$ cat config.mk
export PLATFORM = sky130hd
export DESIGN_NAME = rolling_perf_sampler_flat
export DESIGN_NICKNAME = d
export VERILOG_FILES = /design/src/rtl/rolling_perf_pkg.sv /design/src/rtl/rolling_perf_sampler_if.sv /design/src/rtl/rolling_perf_acc.sv /design/src/rtl/rolling_perf_sampler.sv /design/src/flat_wrapper.sv
export SDC_FILE = /design/constraint.sdc
export NUM_CORES = 1
export LEC_CHECK = 0
export ABC_AREA = 1
export CAP_MARGIN = 0
export CORE_AREA = 2 2 316 162
export DETAILED_ROUTE_END_ITERATION = 8
export DIE_AREA = 0 0 318 164
export PLACE_DENSITY = 0.79
export REMOVE_ABC_BUFFERS = 1
export SLEW_MARGIN = 40
export SYNTH_ARGS = -nofsm -noshare
export SYNTH_HDL_FRONTEND = slang
export SYNTH_SLANG_ARGS = --single-unit
$ cat constraint.sdc
create_clock -name clock -period 2.2 [get_ports clock]
set_clock_uncertainty 0.05 [all_clocks]
set_input_delay 0.44 -clock clock [delete_from_list [all_inputs] [get_ports clock]]
set_output_delay 0.44 -clock clock [all_outputs]
set_load 0.1 [all_outputs]
$ cat src/rtl/rolling_perf_pkg.sv
// rolling_perf_pkg: shared FSM state, drained-point record and saturating add for the rolling perf sampler
package rolling_perf_pkg;

    typedef enum logic {IDLE, DRAIN} rp_state_e;

    typedef struct packed {
        logic [63:0] y;
        logic [63:0] x;
        logic [63:0] stamp;
    } rp_point_t;

    // Unsigned add of a and b that clamps at 2^w-1; w may be 1..64.
    function automatic logic [63:0] sat_add(input logic [63:0] a, input logic [63:0] b, input int unsigned w);
        logic [64:0] s;
        logic [64:0] m;
        s = {1'b0, a} + {1'b0, b};
        m = (65'd1 << w) - 65'd1;
        return (s > m) ? m[63:0] : s[63:0];
    endfunction

endpackage

$ cat src/rtl/rolling_perf_sampler_if.sv
// rolling_perf_sampler_if: perf-event taps in, rolling writer port out
//   master: drives perf_en/ev_inc, observes wr_*/overrun
//   slave : the sampler side
interface rolling_perf_sampler_if #(
    parameter int NUM_SRC = 4,
    parameter int INC_W   = 4,
    parameter int SRC_W   = (NUM_SRC > 1) ? $clog2(NUM_SRC) : 1
);
    logic                     perf_en;
    logic [NUM_SRC*INC_W-1:0] ev_inc;
    logic                     wr_en;
    logic [63:0]              wr_yAxisPt;
    logic [63:0]              wr_xAxisPt;
    logic [63:0]              wr_stamp;
    logic [SRC_W-1:0]         wr_src;
    logic                     overrun;

    modport master (
        output perf_en, ev_inc,
        input  wr_en, wr_yAxisPt, wr_xAxisPt, wr_stamp, wr_src, overrun
    );

    modport slave (
        input  perf_en, ev_inc,
        output wr_en, wr_yAxisPt, wr_xAxisPt, wr_stamp, wr_src, overrun
    );
endinterface

$ cat src/rtl/rolling_perf_acc.sv
// rolling_perf_acc: one source's saturating accumulator with clear-and-snapshot at window end
//   clk_i/rst_i : clock, sync active-high reset
//   en_i        : accumulate enable (perf_en)
//   clr_i       : window end; the end-cycle increment lands in the snapshot, acc restarts at 0
//   inc_i       : per-cycle increment
//   snap_o      : count of the last closed window
module rolling_perf_acc
    import rolling_perf_pkg::*;
#(
    parameter int INC_W = 4,
    parameter int CNT_W = 32
) (
    input  logic             clk_i,
    input  logic             rst_i,
    input  logic             en_i,
    input  logic             clr_i,
    input  logic [INC_W-1:0] inc_i,
    output logic [CNT_W-1:0] snap_o
);
    logic [CNT_W-1:0] acc_q;
    logic [CNT_W-1:0] snap_q;
    logic [CNT_W-1:0] sum;

    assign sum    = CNT_W'(sat_add(64'(acc_q), 64'(inc_i), CNT_W));
    assign snap_o = snap_q;

    always_ff @(posedge clk_i) begin
        if (rst_i) begin
            acc_q  <= '0;
            snap_q <= '0;
        end else if (en_i) begin
            acc_q <= clr_i ? '0 : sum;
            if (clr_i) snap_q <= sum;
        end
    end
endmodule

$ cat src/rtl/rolling_perf_sampler.sv
// rolling_perf_sampler: windowed per-source event counts drained one source per cycle into a rolling writer port
//   clock/reset : clock, sync active-high reset
//   bus (slave) : perf_en/ev_inc in; wr_en/wr_yAxisPt/wr_xAxisPt/wr_stamp/wr_src/overrun out
//   WIN_CHECK   : 0 lifts the WINDOW >= NUM_SRC+1 elaboration check
//   ROLLING_PERF_SKIP_ZERO_EN : when defined, zero-count slots stay silent (drain timing unchanged)
module rolling_perf_sampler
    import rolling_perf_pkg::*;
#(
    parameter int NUM_SRC   = 4,
    parameter int INC_W     = 4,
    parameter int CNT_W     = 32,
    parameter int WINDOW    = 1000,
    parameter bit WIN_CHECK = 1'b1
) (
    input logic                  clock,
    input logic                  reset,
    rolling_perf_sampler_if.slave bus
);
    localparam int SRC_W = (NUM_SRC > 1) ? $clog2(NUM_SRC) : 1;
    localparam int WIN_W = (WINDOW > 1) ? $clog2(WINDOW) : 1;

    if (WIN_CHECK && WINDOW < NUM_SRC + 1) begin : g_win_chk
        $error("rolling_perf_sampler: WINDOW must be >= NUM_SRC+1");
    end

    rp_state_e        state_q, state_d;
    logic [SRC_W-1:0] ptr_q, ptr_d;
    logic [WIN_W-1:0] win_cnt_q;
    logic [63:0]      win_idx_q, snap_idx_q, cyc_cnt_q;
    logic             overrun_q;
    logic             win_end, emit;
    logic [CNT_W-1:0] snap [NUM_SRC];
    rp_point_t        pt;

    assign win_end = bus.perf_en && win_cnt_q == WIN_W'(WINDOW - 1);

    for (genvar i = 0; i < NUM_SRC; i++) begin : g_acc
        rolling_perf_acc #(.INC_W(INC_W), .CNT_W(CNT_W)) u_acc (
            .clk_i  (clock),
            .rst_i  (reset),
            .en_i   (bus.perf_en),
            .clr_i  (win_end),
            .inc_i  (bus.ev_inc[i*INC_W +: INC_W]),
            .snap_o (snap[i])
        );
    end

    // A window end always (re)starts the drain at source 0, aborting any drain in progress.
    always_comb begin
        state_d = state_q;
        ptr_d   = ptr_q;
        if (state_q == DRAIN) begin
            ptr_d   = ptr_q + SRC_W'(1);
            state_d = (ptr_q == SRC_W'(NUM_SRC - 1)) ? IDLE : DRAIN;
        end
        if (win_end) begin
            state_d = DRAIN;
            ptr_d   = '0;
        end
    end

`ifdef ROLLING_PERF_SKIP_ZERO_EN
    assign emit = state_q == DRAIN && snap[ptr_q] != '0;
`else
    assign emit = state_q == DRAIN;
`endif

    assign pt             = emit ? '{y: 64'(snap[ptr_q]), x: snap_idx_q, stamp: cyc_cnt_q} : '0;
    assign bus.wr_en      = emit;
    assign bus.wr_src     = emit ? ptr_q : '0;
    assign bus.wr_yAxisPt = pt.y;
    assign bus.wr_xAxisPt = pt.x;
    assign bus.wr_stamp   = pt.stamp;
    assign bus.overrun    = overrun_q;

    always_ff @(posedge clock) begin
        if (reset) begin
            state_q    <= IDLE;
            ptr_q      <= '0;
            win_cnt_q  <= '0;
            win_idx_q  <= '0;
            snap_idx_q <= '0;
            cyc_cnt_q  <= '0;
            overrun_q  <= 1'b0;
        end else begin
            state_q   <= state_d;
            ptr_q     <= ptr_d;
            cyc_cnt_q <= cyc_cnt_q + 64'd1;
            if (bus.perf_en) win_cnt_q <= win_end ? '0 : win_cnt_q + WIN_W'(1);
            if (win_end) begin
                snap_idx_q <= win_idx_q;
                win_idx_q  <= win_idx_q + 64'd1;
            end
            if (win_end && state_q == DRAIN) overrun_q <= 1'b1;
        end
    end
endmodule

$ cat src/flat_wrapper.sv
// flat-port wrapper written by rule: the top's interface ports become plain ports
module rolling_perf_sampler_flat import rolling_perf_pkg::*;
#(
    parameter int NUM_SRC   = 4,
    parameter int INC_W     = 4,
    parameter int CNT_W     = 32,
    parameter int WINDOW    = 1000,
    parameter bit WIN_CHECK = 1'b1
)
  (clock, reset, bus_perf_en, bus_ev_inc, bus_wr_en, bus_wr_yAxisPt, bus_wr_xAxisPt, bus_wr_stamp, bus_wr_src, bus_overrun);
  rolling_perf_sampler_if #(.NUM_SRC(NUM_SRC), .INC_W(INC_W)) bus_i ();
  input logic clock;
  input logic reset;
  input wire logic [$bits(bus_i.perf_en)-1:0] bus_perf_en;
  input wire logic [$bits(bus_i.ev_inc)-1:0] bus_ev_inc;
  output wire logic [$bits(bus_i.wr_en)-1:0] bus_wr_en;
  output wire logic [$bits(bus_i.wr_yAxisPt)-1:0] bus_wr_yAxisPt;
  output wire logic [$bits(bus_i.wr_xAxisPt)-1:0] bus_wr_xAxisPt;
  output wire logic [$bits(bus_i.wr_stamp)-1:0] bus_wr_stamp;
  output wire logic [$bits(bus_i.wr_src)-1:0] bus_wr_src;
  output wire logic [$bits(bus_i.overrun)-1:0] bus_overrun;
  assign bus_i.perf_en = bus_perf_en;
  assign bus_i.ev_inc = bus_ev_inc;
  assign bus_wr_en = bus_i.wr_en;
  assign bus_wr_yAxisPt = bus_i.wr_yAxisPt;
  assign bus_wr_xAxisPt = bus_i.wr_xAxisPt;
  assign bus_wr_stamp = bus_i.wr_stamp;
  assign bus_wr_src = bus_i.wr_src;
  assign bus_overrun = bus_i.overrun;
  rolling_perf_sampler #(.NUM_SRC(NUM_SRC), .INC_W(INC_W), .CNT_W(CNT_W), .WINDOW(WINDOW), .WIN_CHECK(WIN_CHECK)) u_core (.clock(clock), .reset(reset), .bus(bus_i));
endmodule
Word level (Yosys, flattened, before mapping)

Cells that the tools add are included.

Register bits: 462
Bits in latches: 0
RAM bits: 0
Memory bits (read-only): 0
Word-level logic and storage cells: 52
Memories kept: 0

Add/subtract/negate cells: 8
$mul: 0
Divide/modulo/power cells: 0
Order comparisons: 5
Equality and inequality tests: 2
Shifts and indexed selects: 0
Multiplexer cells: 17
Bitwise logic cells: 1
Reduce and logical (&&, ||, !) cells: 4

Operator list:

| cell                                                 | number |
|---|---|
| two-way mux 32 bit                                   | 10 |
| two-way mux 160 bit                                  | 1 |
| adder 32 x 4 -> 33 bit                               | 4 |
| > comparator 33 x 32 -> 1 bit, second input constant | 4 |
| adder 64 x 1 -> 64 bit, second input constant        | 2 |
| binary-select mux 32 bit (select 2 bit)              | 1 |
| adder 10 x 1 -> 10 bit, second input constant        | 1 |
| == test 10 bit, second input constant                | 1 |
| two-way mux 10 bit                                   | 1 |
| >= comparator 3 bit, second input constant           | 1 |
| two-way mux 1 bit                                    | 3 |
| NOT 2 -> 3 bit                                       | 1 |
| adder 2 x 1 -> 2 bit, second input constant          | 1 |
| == test 2 bit, second input constant                 | 1 |
| logical AND 1 bit                                    | 2 |
| two-way mux 2 bit                                    | 1 |
| AND reduction 2 bit                                  | 1 |
| OR reduction 2 bit                                   | 1 |

Logic depth before layout (Yosys ltp)

Word-level depth: 5
Depth in mapped cells: 16

Cells and area by module

Synthesis repeated with hierarchy kept, for this count alone.

Cell total of the unflattened synthesis: 4482
Area, all modules: 26915.8 µm²

Modules (own cells, without submodules):

| module                                        | instances | cells an instance | area each (µm²) |
|---|---|---|---|
| rolling_perf_sampler                          | 1         | 2172              | 12647.1 |
| rolling_perf_acc at u_core.g_acc[0].u_acc ... | 3         | 580               | 3565.9 |
| rolling_perf_acc at u_core.g_acc[1].u_acc     | 1         | 570               | 3570.9 |

Least setup slack after synthesis

No wires, ideal clock.

Kind: reg2out
Start point: register u_core.state_q, in the netlist u_core.bus.wr_en
End point: output bus_wr_yAxisPt[10]
Data arrival time: 3.107 ns
Required time: 1.710 ns
Path slack: -1.397 ns
Stages on the path, launching flop included: 5
Buffers on the path: 2
Cell sequence: dfxtp_1 -> clkbuf_1 -> clkinv_1 -> clkbuf_1 -> a21oi_1

Word-level cells in the longest chain between the ends: 1

Ends and longest elaborated chain:

| element                | line                       | RTL |
|---|---|---|
| start, declared        | rolling_perf_sampler.sv:26 | `rp_state_e state_q, state_d;` |
| start signal, assigned | rolling_perf_sampler.sv:86 | `state_q <= state_d;` |
| two-way mux 160 bit    | rolling_perf_sampler.sv:68 | `assign pt = emit ? '{y: 64'(snap[ptr_q]), x: snap_idx_q, stamp: cyc_cnt_q} : '0;` |
| end, declared          | flat_wrapper.sv:17         | `output wire logic [$bits(bus_i.wr_yAxisPt)-1:0] bus_wr_yAxisPt;` |

Every way passes these cells.

Final worst setup path

Start point: register u_core.ptr_q[0]
End point: output bus_wr_yAxisPt[9]

Word-level cells in the longest chain between the ends: 5

Ends and longest elaborated chain:

| element                                               | line                       | RTL |
|---|---|---|
| start, declared                                       | rolling_perf_sampler.sv:27 | `logic [SRC_W-1:0] ptr_q, ptr_d;` |
| start signal, assigned                                | rolling_perf_sampler.sv:87 | `ptr_q <= ptr_d;` |
| NOT 2 -> 3 bit (implied by the code)                  | rolling_perf_sampler.sv:68 |  |
| binary-select mux 32 bit (select 2 bit)               | rolling_perf_sampler.sv:68 |  |
| two-way mux 32 bit (implied by the code) (2 in a row) | rolling_perf_sampler.sv:68 |  |
| two-way mux 160 bit                                   | rolling_perf_sampler.sv:68 |  |

Every way passes these cells. The select of a mux whose other input is x is not followed.

==> impl_metrics.env <==
export IMPL_finalCritPeriodShare_pct=116
export IMPL_io_pins=215
export IMPL_hold_path_class="input pin to flip-flop"
export IMPL_leakage_nw=13.4
export IMPL_die_area_um2=52200
export IMPL_r2r_cells=14
export IMPL_min_period_ns=2.56
export IMPL_first_global_vias=25336
export IMPL_startpoint_type="flip-flop"
export IMPL_setup_tns_ns=-8.01
export IMPL_grt_max_degree=130
export IMPL_drv_slew=0
export IMPL_root_buffer="clkbuf_16"
export IMPL_rsz0062_at_grt="yes"
export IMPL_grt_pass1_wl_mm=143
export IMPL_setup_viol=54
export IMPL_overflow=0
export IMPL_ys_warn_count=0
export IMPL_grt_total_usage_pct=35.0
export IMPL_numCtsBuffers=42
export IMPL_async_reset_ff_share_pct=0
export IMPL_hold_viol_final=0
export IMPL_required_ns=1.71
export IMPL_status="complete, but fails checks"
export IMPL_cp_common_cell="buf_12"
export IMPL_ir_worst_vdd_mv=0.489
export IMPL_cp_end_kind="primary output"
export IMPL_cts_clk_slew_worst_paths_ns=0.07
export IMPL_rows=58
export IMPL_critPathTopFamily="compound AO/OA/AOI/OAI gates"
export IMPL_cts_max_path_buffers=3
export IMPL_vias=29328
export IMPL_violations="negative setup slack"
export IMPL_die_x_um=318
export IMPL_core_um2=49400
export IMPL_synth_seq_cells=462
export IMPL_nNetsFinal=4545
export IMPL_cp_arrival_ns=2.07
export IMPL_synth_ff_type="dfxtp_1"
export IMPL_clock_latency_ns=0.59
export IMPL_max_slew_margin_rel_pct=55.6
export IMPL_syn_to_final_growth_pct=34.2
export IMPL_start_util_pct=52.2
export IMPL_worstSetupPathType="flip-flop to primary output"
export IMPL_drv_cap=0
export IMPL_yosysSeqAreaShare_pct=35.8
export IMPL_clkSinkCount=462
export IMPL_synth_edff_count=0
export IMPL_clock_fmax_ghz=0.391
export IMPL_crit_chain="buf_12 -> a21oi_1 -> o21ai_0 -> a21oi_2 -> buf_12"
export IMPL_hpwl_mm=69.4
export IMPL_drtIter0Drc=4154
export IMPL_h_tree_depth=2
export IMPL_drc=0
export IMPL_tightest_slew_ns=0.666
export IMPL_port_buffers=182
export IMPL_yosysUniqueCellTypes=43
export IMPL_drt_total_wl_mm=100
export IMPL_avgViaCountPerCell=5.65
export IMPL_fin_ws_ns=-0.358
export IMPL_final_cell_mix="nand2_1, dfxtp_1, nor2_1"
export IMPL_wl_per_cell_um=19.3
export IMPL_crit_slowest_cell="dfxtp_4"
export IMPL_gp_congestion=1.05
export IMPL_crit_cells=5
export IMPL_drtAntennaViolNets=0
export IMPL_die_y_um=164
export IMPL_power_density_nw_per_um2=514
export IMPL_crit_buf_inv=2
export IMPL_final_common_cell="nand2_1"
export IMPL_finalCoreUtilization_pct=70.1
export IMPL_syn_area_per_cell_um2=6.14
export IMPL_cts_tree="built"
export IMPL_syn_inst=4206
export IMPL_cts_hold_buf=0
export IMPL_grt_antenna_before_repair=2
export IMPL_critPathMaxFanout=32
export IMPL_dpl_worst_slack_ns=-0.745
export IMPL_first_pass_iters=6
export IMPL_holdPathStages=2
export IMPL_final_layout_size_suffix_gt1_share_pct=19.7
export IMPL_synth_cell_area_um2=25800
export IMPL_max_stage_delay_ns=0.38
[report_power, final]
part / switching [W] / leakage (nW) / internal [W] / total (W)
sequential: 0.0000410 / 3.73 / 0.00840 / 0.00844
clock: 0.00358 / 0.732 / 0.00458 / 0.00816
combinational: 0.000837 / 8.96 / 0.000359 / 0.00120
[flip-flops by register name, indices dropped and copies added, names as in the netlist]
signal and cells:
u_core.win_idx_q 64, u_core.cyc_cnt_q 64, u_core.g_acc.u_acc.snap_o 128, u_core.snap_idx_q 64, u_core.win_cnt_q 10, u_core.bus.wr_en 1, u_core.g_acc.u_acc.acc_q 128, u_core.bus.overrun 1
u_core.ptr_q 2
[per-layer routing]
layer,vias up,wire length [um],GRT usage [%],share of wire [%]
li1,13725,-,-,-
met1,13365,43500,53.1,43
met2,2001,36900,44.1,37
met3,235,17200,15.6,17
met4,2,2580,6.84,2.6
met5,-,8,0,0.0080
[stage by stage]
step                instance area [um^2]  cells  hold slack [ns]  power (W)
finish                             34600   5195            0.154     0.0178
detailed placement                 31100   5079            0.385    0.00972
CTS                                33400   5174            0.126     0.0177
global route                       34600   5194            0.144     0.0182
floorplan                          25000   4042            0.369    0.00924
global placement                   31100   5079            0.383    0.00970
[logic make-up after synthesis]
kind of cell | Yosys count | share of synthesized area (%)
simple gates | 2329 | 36.4
buf+inv | 684 | 10.8
compound gates | 613 | 12.5
flops | 462 | 35.8
xor+xnor | 93 | 3.16
fa+ha+maj | 24 | 1.28
other cells | 1 | 0.0145
[worst paths after layout]
path | from | endpoint | slack (ns)
min reg2reg | u_core.snap_idx_q[38] | u_core.snap_idx_q[38] | 0.41
max reg2reg | u_core.g_acc[3].u_acc.acc_q[0] | u_core.g_acc[3].u_acc.acc_q[0] | -0.05
min | reset | u_core.g_acc[1].u_acc.acc_q[22] | 0.15
max | u_core.ptr_q[0] | bus_wr_yAxisPt[9] | -0.36
[repair_timing]
action                                  in CTS  in global routing
gates cloned                                 8                 12
setup buffers                               11                  9
endpoints found under the hold margin        0                  0
endpoints found under the setup margin     253                388
resized for setup                          268                287
pin swaps                                   53                 72
[Yosys cell counts (all sizes together), types with 2 or more instances]
cell / number / share of area (%)
fa: 4 / 0.31
nor3b: 3 / 0.087
ha: 20 / 0.97
clkbuf: 97 / 1.4
a22o: 34 / 1.2
o21a: 3 / 0.087
nand4: 61 / 1.5
o21ai: 238 / 4.6
clkinv: 2 / 0.048
nor2: 440 / 6.6
nand3b: 14 / 0.41
nand2: 1562 / 23
or2: 10 / 0.24
nand3: 165 / 3.2
inv: 487 / 7.1
buf: 98 / 2.3
nor3: 61 / 1.2
and2: 12 / 0.29
dfxtp: 462 / 36
a21oi: 333 / 6.5
xnor2: 27 / 0.92
xor2: 66 / 2.2
[layout make-up]
| class | count | area, um^2 |
|---|---|---|
| clock inverters | 25 | 325 |
| multi-input cells | 3091 | 15200 |
| inverters | 489 | 1860 |
| repair buffers | 416 | 6050 |
| clock buffers | 51 | 1150 |
| diodes | 1 | 2.50 |
| fillers | 3979 | 14800 |
| flip-flops and latches | 462 | 9270 |
| well taps | 660 | 826 |
No activity file was read; power rests on OpenSTA's default activity.
